### src/rtl/divisor_seq.sv
//------------------------------------------------------------------------------
// divisor_seq
//------------------------------------------------------------------------------
// Sequential signed 32-bit divider using one restoring step per clock.
// Operands are converted to magnitudes on acceptance. Signs are applied in a
// final fix-up state. The result appears on hi/lo together with a one-cycle
// done pulse, 34 rising edges after start is sampled.
//
// Ports:
//   clk      - sole clock, rising edge
//   reset    - asynchronous, active-high
//   a        - dividend, two's complement
//   b        - divisor, two's complement
//   start    - divide request, sampled only while idle
//   done     - one-cycle pulse, hi/lo hold a fresh result
//   div_zero - one-cycle pulse, request had a zero divisor
//   hi       - remainder (sign of dividend)
//   lo       - quotient (truncated toward zero)
//
// Build option:
//   DIVISOR_SEQ_FASTPATH_EN - when defined, |a| < |b| skips the iteration
//                             phase, and done pulses 2 edges after start.
//
// Revision: 1.0 - initial release
//------------------------------------------------------------------------------
`default_nettype none

module divisor_seq (
    input  logic        clk,
    input  logic        reset,
    input  logic [31:0] a,
    input  logic [31:0] b,
    input  logic        start,
    output logic        done,
    output logic        div_zero,
    output logic [31:0] hi,
    output logic [31:0] lo
);

    typedef enum logic [1:0] {
        ST_IDLE = 2'd0,
        ST_RUN  = 2'd1,
        ST_FIX  = 2'd2,
        ST_DONE = 2'd3
    } state_t;

    state_t      r_state;
    logic [5:0]  r_cnt;
    logic [31:0] r_rem;
    logic [31:0] r_quo;
    logic [31:0] r_dvs;
    logic        r_sign_a;
    logic        r_sign_b;

    logic [31:0] w_abs_a;
    logic [31:0] w_abs_b;
    logic [32:0] w_shift;
    logic [32:0] w_diff;
    logic        w_fast;

    // Magnitudes. -2^31 maps to 0x80000000, which is still correct as unsigned.
    assign w_abs_a = a[31] ? (~a + 32'd1) : a;
    assign w_abs_b = b[31] ? (~b + 32'd1) : b;

    // One restoring step. The partial remainder is always below |b| <= 2^31,
    // so the shifted value fits in 32 bits. Bit 32 of the difference is the
    // borrow.
    assign w_shift = {r_rem, r_quo[31]};
    assign w_diff  = w_shift - {1'b0, r_dvs};

`ifdef DIVISOR_SEQ_FASTPATH_EN
    assign w_fast = (w_abs_a < w_abs_b);
`else
    assign w_fast = 1'b0;
`endif

    always_ff @(posedge clk or posedge reset) begin
        if (reset) begin
            r_state  <= ST_IDLE;
            r_cnt    <= 6'd0;
            r_rem    <= 32'd0;
            r_quo    <= 32'd0;
            r_dvs    <= 32'd0;
            r_sign_a <= 1'b0;
            r_sign_b <= 1'b0;
            done     <= 1'b0;
            div_zero <= 1'b0;
            hi       <= 32'd0;
            lo       <= 32'd0;
        end else begin
            done     <= 1'b0;
            div_zero <= 1'b0;
            case (r_state)
                ST_IDLE: begin
                    if (start) begin
                        if (b == 32'd0) begin
                            div_zero <= 1'b1;
                        end else begin
                            r_dvs    <= w_abs_b;
                            r_sign_a <= a[31];
                            r_sign_b <= b[31];
                            r_cnt    <= 6'd0;
                            if (w_fast) begin
                                // Quotient is zero and the remainder is |a|.
                                // The fix-up state restores the sign of a.
                                r_rem   <= w_abs_a;
                                r_quo   <= 32'd0;
                                r_state <= ST_FIX;
                            end else begin
                                r_rem   <= 32'd0;
                                r_quo   <= w_abs_a;
                                r_state <= ST_RUN;
                            end
                        end
                    end
                end

                ST_RUN: begin
                    if (w_diff[32]) begin
                        r_rem <= w_shift[31:0];
                        r_quo <= {r_quo[30:0], 1'b0};
                    end else begin
                        r_rem <= w_diff[31:0];
                        r_quo <= {r_quo[30:0], 1'b1};
                    end
                    r_cnt <= r_cnt + 6'd1;
                    if (r_cnt == 6'd31) begin
                        r_state <= ST_FIX;
                    end
                end

                ST_FIX: begin
                    if (r_sign_a ^ r_sign_b) begin
                        r_quo <= ~r_quo + 32'd1;
                    end
                    if (r_sign_a) begin
                        r_rem <= ~r_rem + 32'd1;
                    end
                    r_state <= ST_DONE;
                end

                ST_DONE: begin
                    hi      <= r_rem;
                    lo      <= r_quo;
                    done    <= 1'b1;
                    r_state <= ST_IDLE;
                end

                default: begin
                    r_state <= ST_IDLE;
                end
            endcase
        end
    end

endmodule

`default_nettype wire

### config.mk
export PLATFORM = sky130hd
export DESIGN_NAME = divisor_seq
export DESIGN_NICKNAME = d
export VERILOG_FILES = /design/src/rtl/divisor_seq.sv
export SDC_FILE = /design/constraint.sdc
export NUM_CORES = 1
export LEC_CHECK = 0
export CORE_UTILIZATION = 50
export CTS_CLUSTER_DIAMETER = 150
export DETAILED_ROUTE_END_ITERATION = 10
export HOLD_SLACK_MARGIN = 0.15
export PLACE_DENSITY = 0.78
export SLEW_MARGIN = 20
export SYNTH_ARGS = -nofsm -noshare
export SYNTH_HDL_FRONTEND = slang
export SYNTH_SLANG_ARGS = --single-unit
### constraint.sdc
create_clock -name clk -period 8.3 [get_ports clk]
set_clock_uncertainty 0.2 [all_clocks]
set_input_delay 1.245 -clock clk [delete_from_list [all_inputs] [get_ports clk]]
set_output_delay 1.245 -clock clk [all_outputs]
set_load 0.1 [all_outputs]
==> flow_summary.json, run 1 <==
{
  "outcome": "finished clean",
  "wire_per_inst_um": 18.3,
  "finalNonFillerCells": 1792,
  "drc_errors": 0,
  "routabilityCongestion": 0.901,
  "avgViaCountPerCell": 6.14,
  "vias": 11010,
  "synthDistinctLibCells": 78,
  "io_buffers": 132,
  "cts_setup_buffers": 0,
  "first_iter_violations": 1010,
  "rsz0062_at_grt": "no",
  "finalHoldViolCount": 0,
  "fin_nets": 1576,
  "ys_seq_area_share_pct": 36.3,
  "period_share_pct": 61.4,
  "synthFlopType": "dfrtp_1",
  "start_util_pct": 51.7,
  "crit-reg2reg-capture": "r_rem[13]",
  "crit_arrival_ns": 5.19,
  "dp_cells": 1760,
  "postCtsHoldBufs": 0,
  "synth_nets": 1488,
  "clk_path_buf_depth": 2,
  "finalCriticalPeriod_ns": 5.09,
  "grt_pass1_vias": 10495,
  "r2r_slack_ns": 3.96,
  "worstMarginPinSlew_ns": 1.10,
  "worstPathMaxFanout": 29,
  "async_flop_share_pct": 100,
  "antenna_cells": 0,
  "synth-edff-count": 0,
  "hp-start": "r_dvs[8]",
  "clkSlewWorstSetupHoldPaths_ns": 0.07,
  "min_to": "r_dvs[8]",
  "wirelength_mm": 32.8,
  "setup_tns_ns": 0,
  "hp-class": "reg2reg",
  "antenna_left": 0,
  "cts_tree": "done",
  "r2r-start": "r_quo[31]",
  "worstPathRequired_ns": 8.39,
  "layout_common_cells": "172 x dfrtp_1, 152 x nand2_1, 137 x o21ai_0, 132 x clkdlybuf4s50_1, 106 x a21oi_1",
  "fmax_mhz": 196,
  "mostFrequentLayoutCell": "dfrtp_1",
  "finalSetupViolCount": 0,
  "track_usage_pct": 27.8,
  "yosysWarningCount": 0,
  "die_h_um": 156,
  "drv_slew": 0,
  "clock-root-buffer": "clkbuf_16",
  "ys_seq_elements": 172,
  "slew_headroom_pct": 26.7,
  "critical_path_class": "in2reg",
  "drive_above_1_share_pct": 9.74,
  "r2r_cells": 13,
  "post-dp-hpwl_mm": 23.1,
  "htree_levels": 4,
  "hold_depth": 2,
  "antenna_found_initial": 0,
  "die_w_um": 156,
  "syn_area_mm2": 0.0119,
  "syn_inst": 1378,
  "die_area_mm2": 0.0243,
  "ctsResizeCount": 0,
  "worst_setup_path_end_kind": "flip-flop",
  "core_mm2": 0.0229,
  "grt_max_degree": 89,
  "clock-sinks": 172,
  "startpoint_type": "primary input",
  "gr-total-overflow": 0,
  "top_level_ports": 133,
  "numCtsBuffers": 17,
  "maxCapViolations": 0,
  "grt_pass1_wl_mm": 53.5,
  "clk_latency_ns": 0.44,
  "core.rowCount": 55,
  "synth_area_per_cell_um2": 8.60,
  "syn2layout_area_growth_pct": 18.2,
  "drtPass1Iterations": 6
}
-- stage by stage --
stage | worst slack [ns] | hold slack [ns] | cell area [um2] | utilization, %
after floorplan | 2.19 | 0.249 | 11900 | -
after global placement | 2.97 | 0.265 | 13400 | 58.4
after detailed placement | 2.82 | 0.272 | 13400 | 58.4
after CTS | 3.25 | 0.287 | 14000 | 61.1
after global routing | 2.93 | 0.314 | 14000 | 61.1
final | 3.21 | 0.285 | 14000 | 61.1
-- routing by layer --
layer	wire, um	global-route usage [%]	part of all wire, %	up-vias
met1	14100	36.0	43	5297
met2	15600	45.6	48	435
li1	-	-	-	5192
met5	0	0	0	-
met3	1980	4.39	6.0	86
met4	1120	12.6	3.4	0
-- logic make-up after synthesis --
group                      count (synthesis)  synth area share, %
xor gates and xnor gates                  91                 6.72
AOI/OAI and AO/OA                        412                 21.7
and+or+nand+nor                          449                 19.2
DFF                                      172                 36.3
buffers and inverters                    137                 4.56
adders and majority gates                 43                 4.60
muxes                                     74                 6.94
-- critical path, cell delays in order --
cell and delay [ns]:
clkdlybuf4s50_1 0.43, or4_2 0.73, nor4_1 0.36, nand4_1 0.26, a21bo_2 0.37, and2_1 0.17
buf_4 0.22, nand2_1 0.83, nor3_1 0.13, a221oi_1 0.28, o21ai_0 0.13
-- final cells by class --
cell class	count	area (um2)
clock buffers	19	443
well taps	313	392
fillers	1945	8900
clock inverters	13	191
multi-input cells	1069	7030
flip-flops and latches	172	4300
repair buffers	143	1410
inverters	63	241
-- flip-flops by register name, summed over array words and instances (netlist names) --
name / flops
hi: 32
lo: 32
r_dvs: 32
r_quo: 32
r_rem: 32
r_cnt: 6
r_state: 2
div_zero: 1
done: 1
r_sign_a: 1
r_sign_b: 1
-- how the worst max path moves through the flow --
stage                     startpoint         to  slack [ns]  cells after the start
after floorplan                reset   div_zero        2.19                      1
after global placement         b[23]  r_rem[29]        2.97                     11
after detailed placement       b[24]   r_rem[9]        2.82                     11
after CTS                      b[24]  r_rem[13]        3.25                     11
after global routing           b[24]  r_rem[13]        2.93                     11
final                          b[24]  r_rem[13]        3.21                     11
-- synth_stat cells (8+ instances only) --
| library cell | n | area share [%] |
|---|---|---|
| a21o_1 | 20 | 1.3 |
| a21oi_1 | 107 | 4.5 |
| a221oi_1 | 10 | 0.74 |
| a31oi_1 | 13 | 0.69 |
| and3_1 | 12 | 0.63 |
| buf_2 | 9 | 0.38 |
| clkbuf_1 | 56 | 1.8 |
| dfrtp_1 | 172 | 36 |
| ha_1 | 42 | 4.4 |
| inv_1 | 63 | 2.0 |
| mux2_2 | 66 | 6.3 |
| mux2i_1 | 8 | 0.68 |
| nand2_1 | 152 | 4.8 |
| nand2b_1 | 13 | 0.69 |
| nand3_1 | 30 | 1.3 |
| nand4_1 | 8 | 0.42 |
| nor2_1 | 83 | 2.6 |
| nor3_1 | 50 | 2.1 |
| nor3b_1 | 12 | 0.76 |
| nor4_1 | 9 | 0.47 |
| o211ai_1 | 11 | 0.70 |
| o21ai_0 | 137 | 5.8 |
| o22ai_1 | 8 | 0.42 |
| o311ai_0 | 8 | 0.59 |
| o31ai_1 | 19 | 1.2 |
| o41ai_1 | 13 | 0.96 |
| or3_1 | 18 | 0.95 |
| or4_1 | 10 | 0.63 |
| xnor2_1 | 40 | 3.0 |
| xor2_1 | 51 | 3.8 |
Power of run 1 is not shown: default switching activity piles up to over one toggle a cycle in this logic, so the estimate is an artifact.
==> run 2: changes to the inputs <==
==> constraint.sdc (replaced) <==
create_clock -name clk -period 5.3 [get_ports clk]
set_clock_uncertainty 0.2 [all_clocks]
set_input_delay 0.795 -clock clk [delete_from_list [all_inputs] [get_ports clk]]
set_output_delay 0.795 -clock clk [all_outputs]
set_load 0.1 [all_outputs]
==> flow_summary.json, run 2 (same netlist as run 1, synthesis figures left out) <==
{
  "ctsResizeCount": 0,
  "drive_above_1_share_pct": 9.78,
  "fillers": 1974,
  "cts_setup_buffers": 0,
  "grt_pass1_wl_mm": 52.2,
  "drv_slew": 0,
  "r2r_cells": 12,
  "core_mm2": 0.0229,
  "drc_errors": 0,
  "finalSetupViolCount": 0,
  "io_buffers": 132,
  "grt_pass1_vias": 10157,
  "worst_setup_path_end_kind": "flip-flop",
  "critical_path_class": "reg2reg",
  "worstPathRequired_ns": 5.43,
  "worstPathMaxFanout": 19,
  "outcome": "finished clean",
  "fin_nets": 1580,
  "vias": 10922,
  "critPathMaxStageDelay_ns": 0.72,
  "start_util_pct": 51.7,
  "rsz0062_at_grt": "no",
  "cp_common_cell": "o21ai_0",
  "syn2layout_area_growth_pct": 18.5,
  "fmax_mhz": 236,
  "antenna_found_initial": 0,
  "first_iter_violations": 1080,
  "antenna_left": 0,
  "drtPass1Iterations": 8,
  "postCtsHoldBufs": 0,
  "die_area_mm2": 0.0243,
  "maxCapViolations": 0,
  "post-dp-hpwl_mm": 22.7,
  "layout_common_cells": "172 x dfrtp_1, 152 x nand2_1, 137 x o21ai_0, 132 x clkdlybuf4s50_1, 106 x a21oi_1",
  "worstMarginPinSlew_ns": 1.04,
  "cp_slowest_cell": "a21oi_2",
  "period_share_pct": 79.9,
  "mostFrequentLayoutCell": "dfrtp_1",
  "finalCriticalPeriod_ns": 4.24,
  "startpoint_type": "flip-flop",
  "hp-class": "reg2reg",
  "crit_arrival_ns": 4.37,
  "avgViaCountPerCell": 6.08,
  "top_level_ports": 133,
  "r2r-start": "r_quo[31]",
  "clk_latency_ns": 0.43,
  "track_usage_pct": 27.0,
  "antenna_cells": 0,
  "hold_depth": 2,
  "clkSlewWorstSetupHoldPaths_ns": 0.06,
  "cts_tree": "done",
  "clk_path_buf_depth": 2,
  "crit-reg2reg-capture": "r_rem[13]",
  "hp-start": "r_dvs[22]",
  "r2r_slack_ns": 1.06,
  "die_h_um": 156,
  "wirelength_mm": 32.2,
  "grt_max_degree": 173,
  "gr-total-overflow": 0,
  "clock-root-buffer": "clkbuf_16",
  "setup_tns_ns": 0,
  "numCtsBuffers": 17,
  "min_to": "r_dvs[22]",
  "slew_headroom_pct": 30.3,
  "die_w_um": 156,
  "cp_cell_sequence": "inv_1 > ha_1 > fa_1 > nand2b_1 > a21oi_1 > o21ai_0 > a21boi_0 > o21ai_0 > a21oi_2 > and2_1 > a221oi_1 > o21ai_0",
  "htree_levels": 4,
  "finalHoldViolCount": 0,
  "routabilityCongestion": 0.938,
  "wire_per_inst_um": 17.9,
  "core.rowCount": 55,
  "clock-sinks": 172
}
run 2: cell count changes in the layout (fill, tap and decap cells not counted), moves of 2 or more:
| cell | previous run | this run |
|---|---|---|
| clkinvlp_4 | 3 | 1 |
| clkinv_4 | 4 | 2 |
| buf_4 | 10 | 14 |
| clkbuf_1 | 1 | 4 |
run 2: metrics by stage:
stage | cells | setup slack, ns | util [%] | instance area (um2) | hold WS [ns]
after floorplan | 1378 | 1.86 | - | 11900 | 0.249
after global placement | 1764 | 0.828 | 58.5 | 13400 | 0.267
after detailed placement | 1764 | 0.740 | 58.5 | 13400 | 0.272
after CTS | 1796 | 1.14 | 61.3 | 14000 | 0.287
after global routing | 1796 | 0.763 | 61.3 | 14000 | 0.307
final | 1796 | 1.06 | 61.3 | 14000 | 0.284
run 2: layout make-up:
type,instances,area (um2),area share (%)
timing repair buffer,147,1450,10.3
clock inverter,10,186,1.33
tap,313,392,2.79
multi-input combinational,1069,7020,50.0
clock buffer,22,454,3.23
inverter,63,240,1.71
sequential,172,4300,30.6
run 2: layer usage:
layer,track usage (%),wire (um)
met4,9.48,888
met3,3.61,1690
met5,0,0
met2,44.1,15300
met1,36.7,14300
run 2: critical path: cells and delay by family, from the launching register on:
kind	cells	cell delay [ns]
AO/OA/AOI/OAI	7	1.97
adder cells (fa/ha/maj)	2	0.65
buffers and inverters	1	0.11
flip-flops	1	0.40
AND/OR/NAND/NOR	2	0.81
run 2: worst max-delay path by stage:
stage / from / to / cells after the start
6_report: r_quo[31] / r_rem[13] / 12
3_3_place_gp: b[23] / r_rem[24] / 11
2_1_floorplan: b[5] / r_dvs[29] / 8
5_1_grt: r_quo[31] / r_rem[4] / 12
4_1_cts: r_quo[31] / r_rem[4] / 12
3_5_place_dp: b[23] / r_rem[24] / 11
Power of run 2 is left out for the same reason.
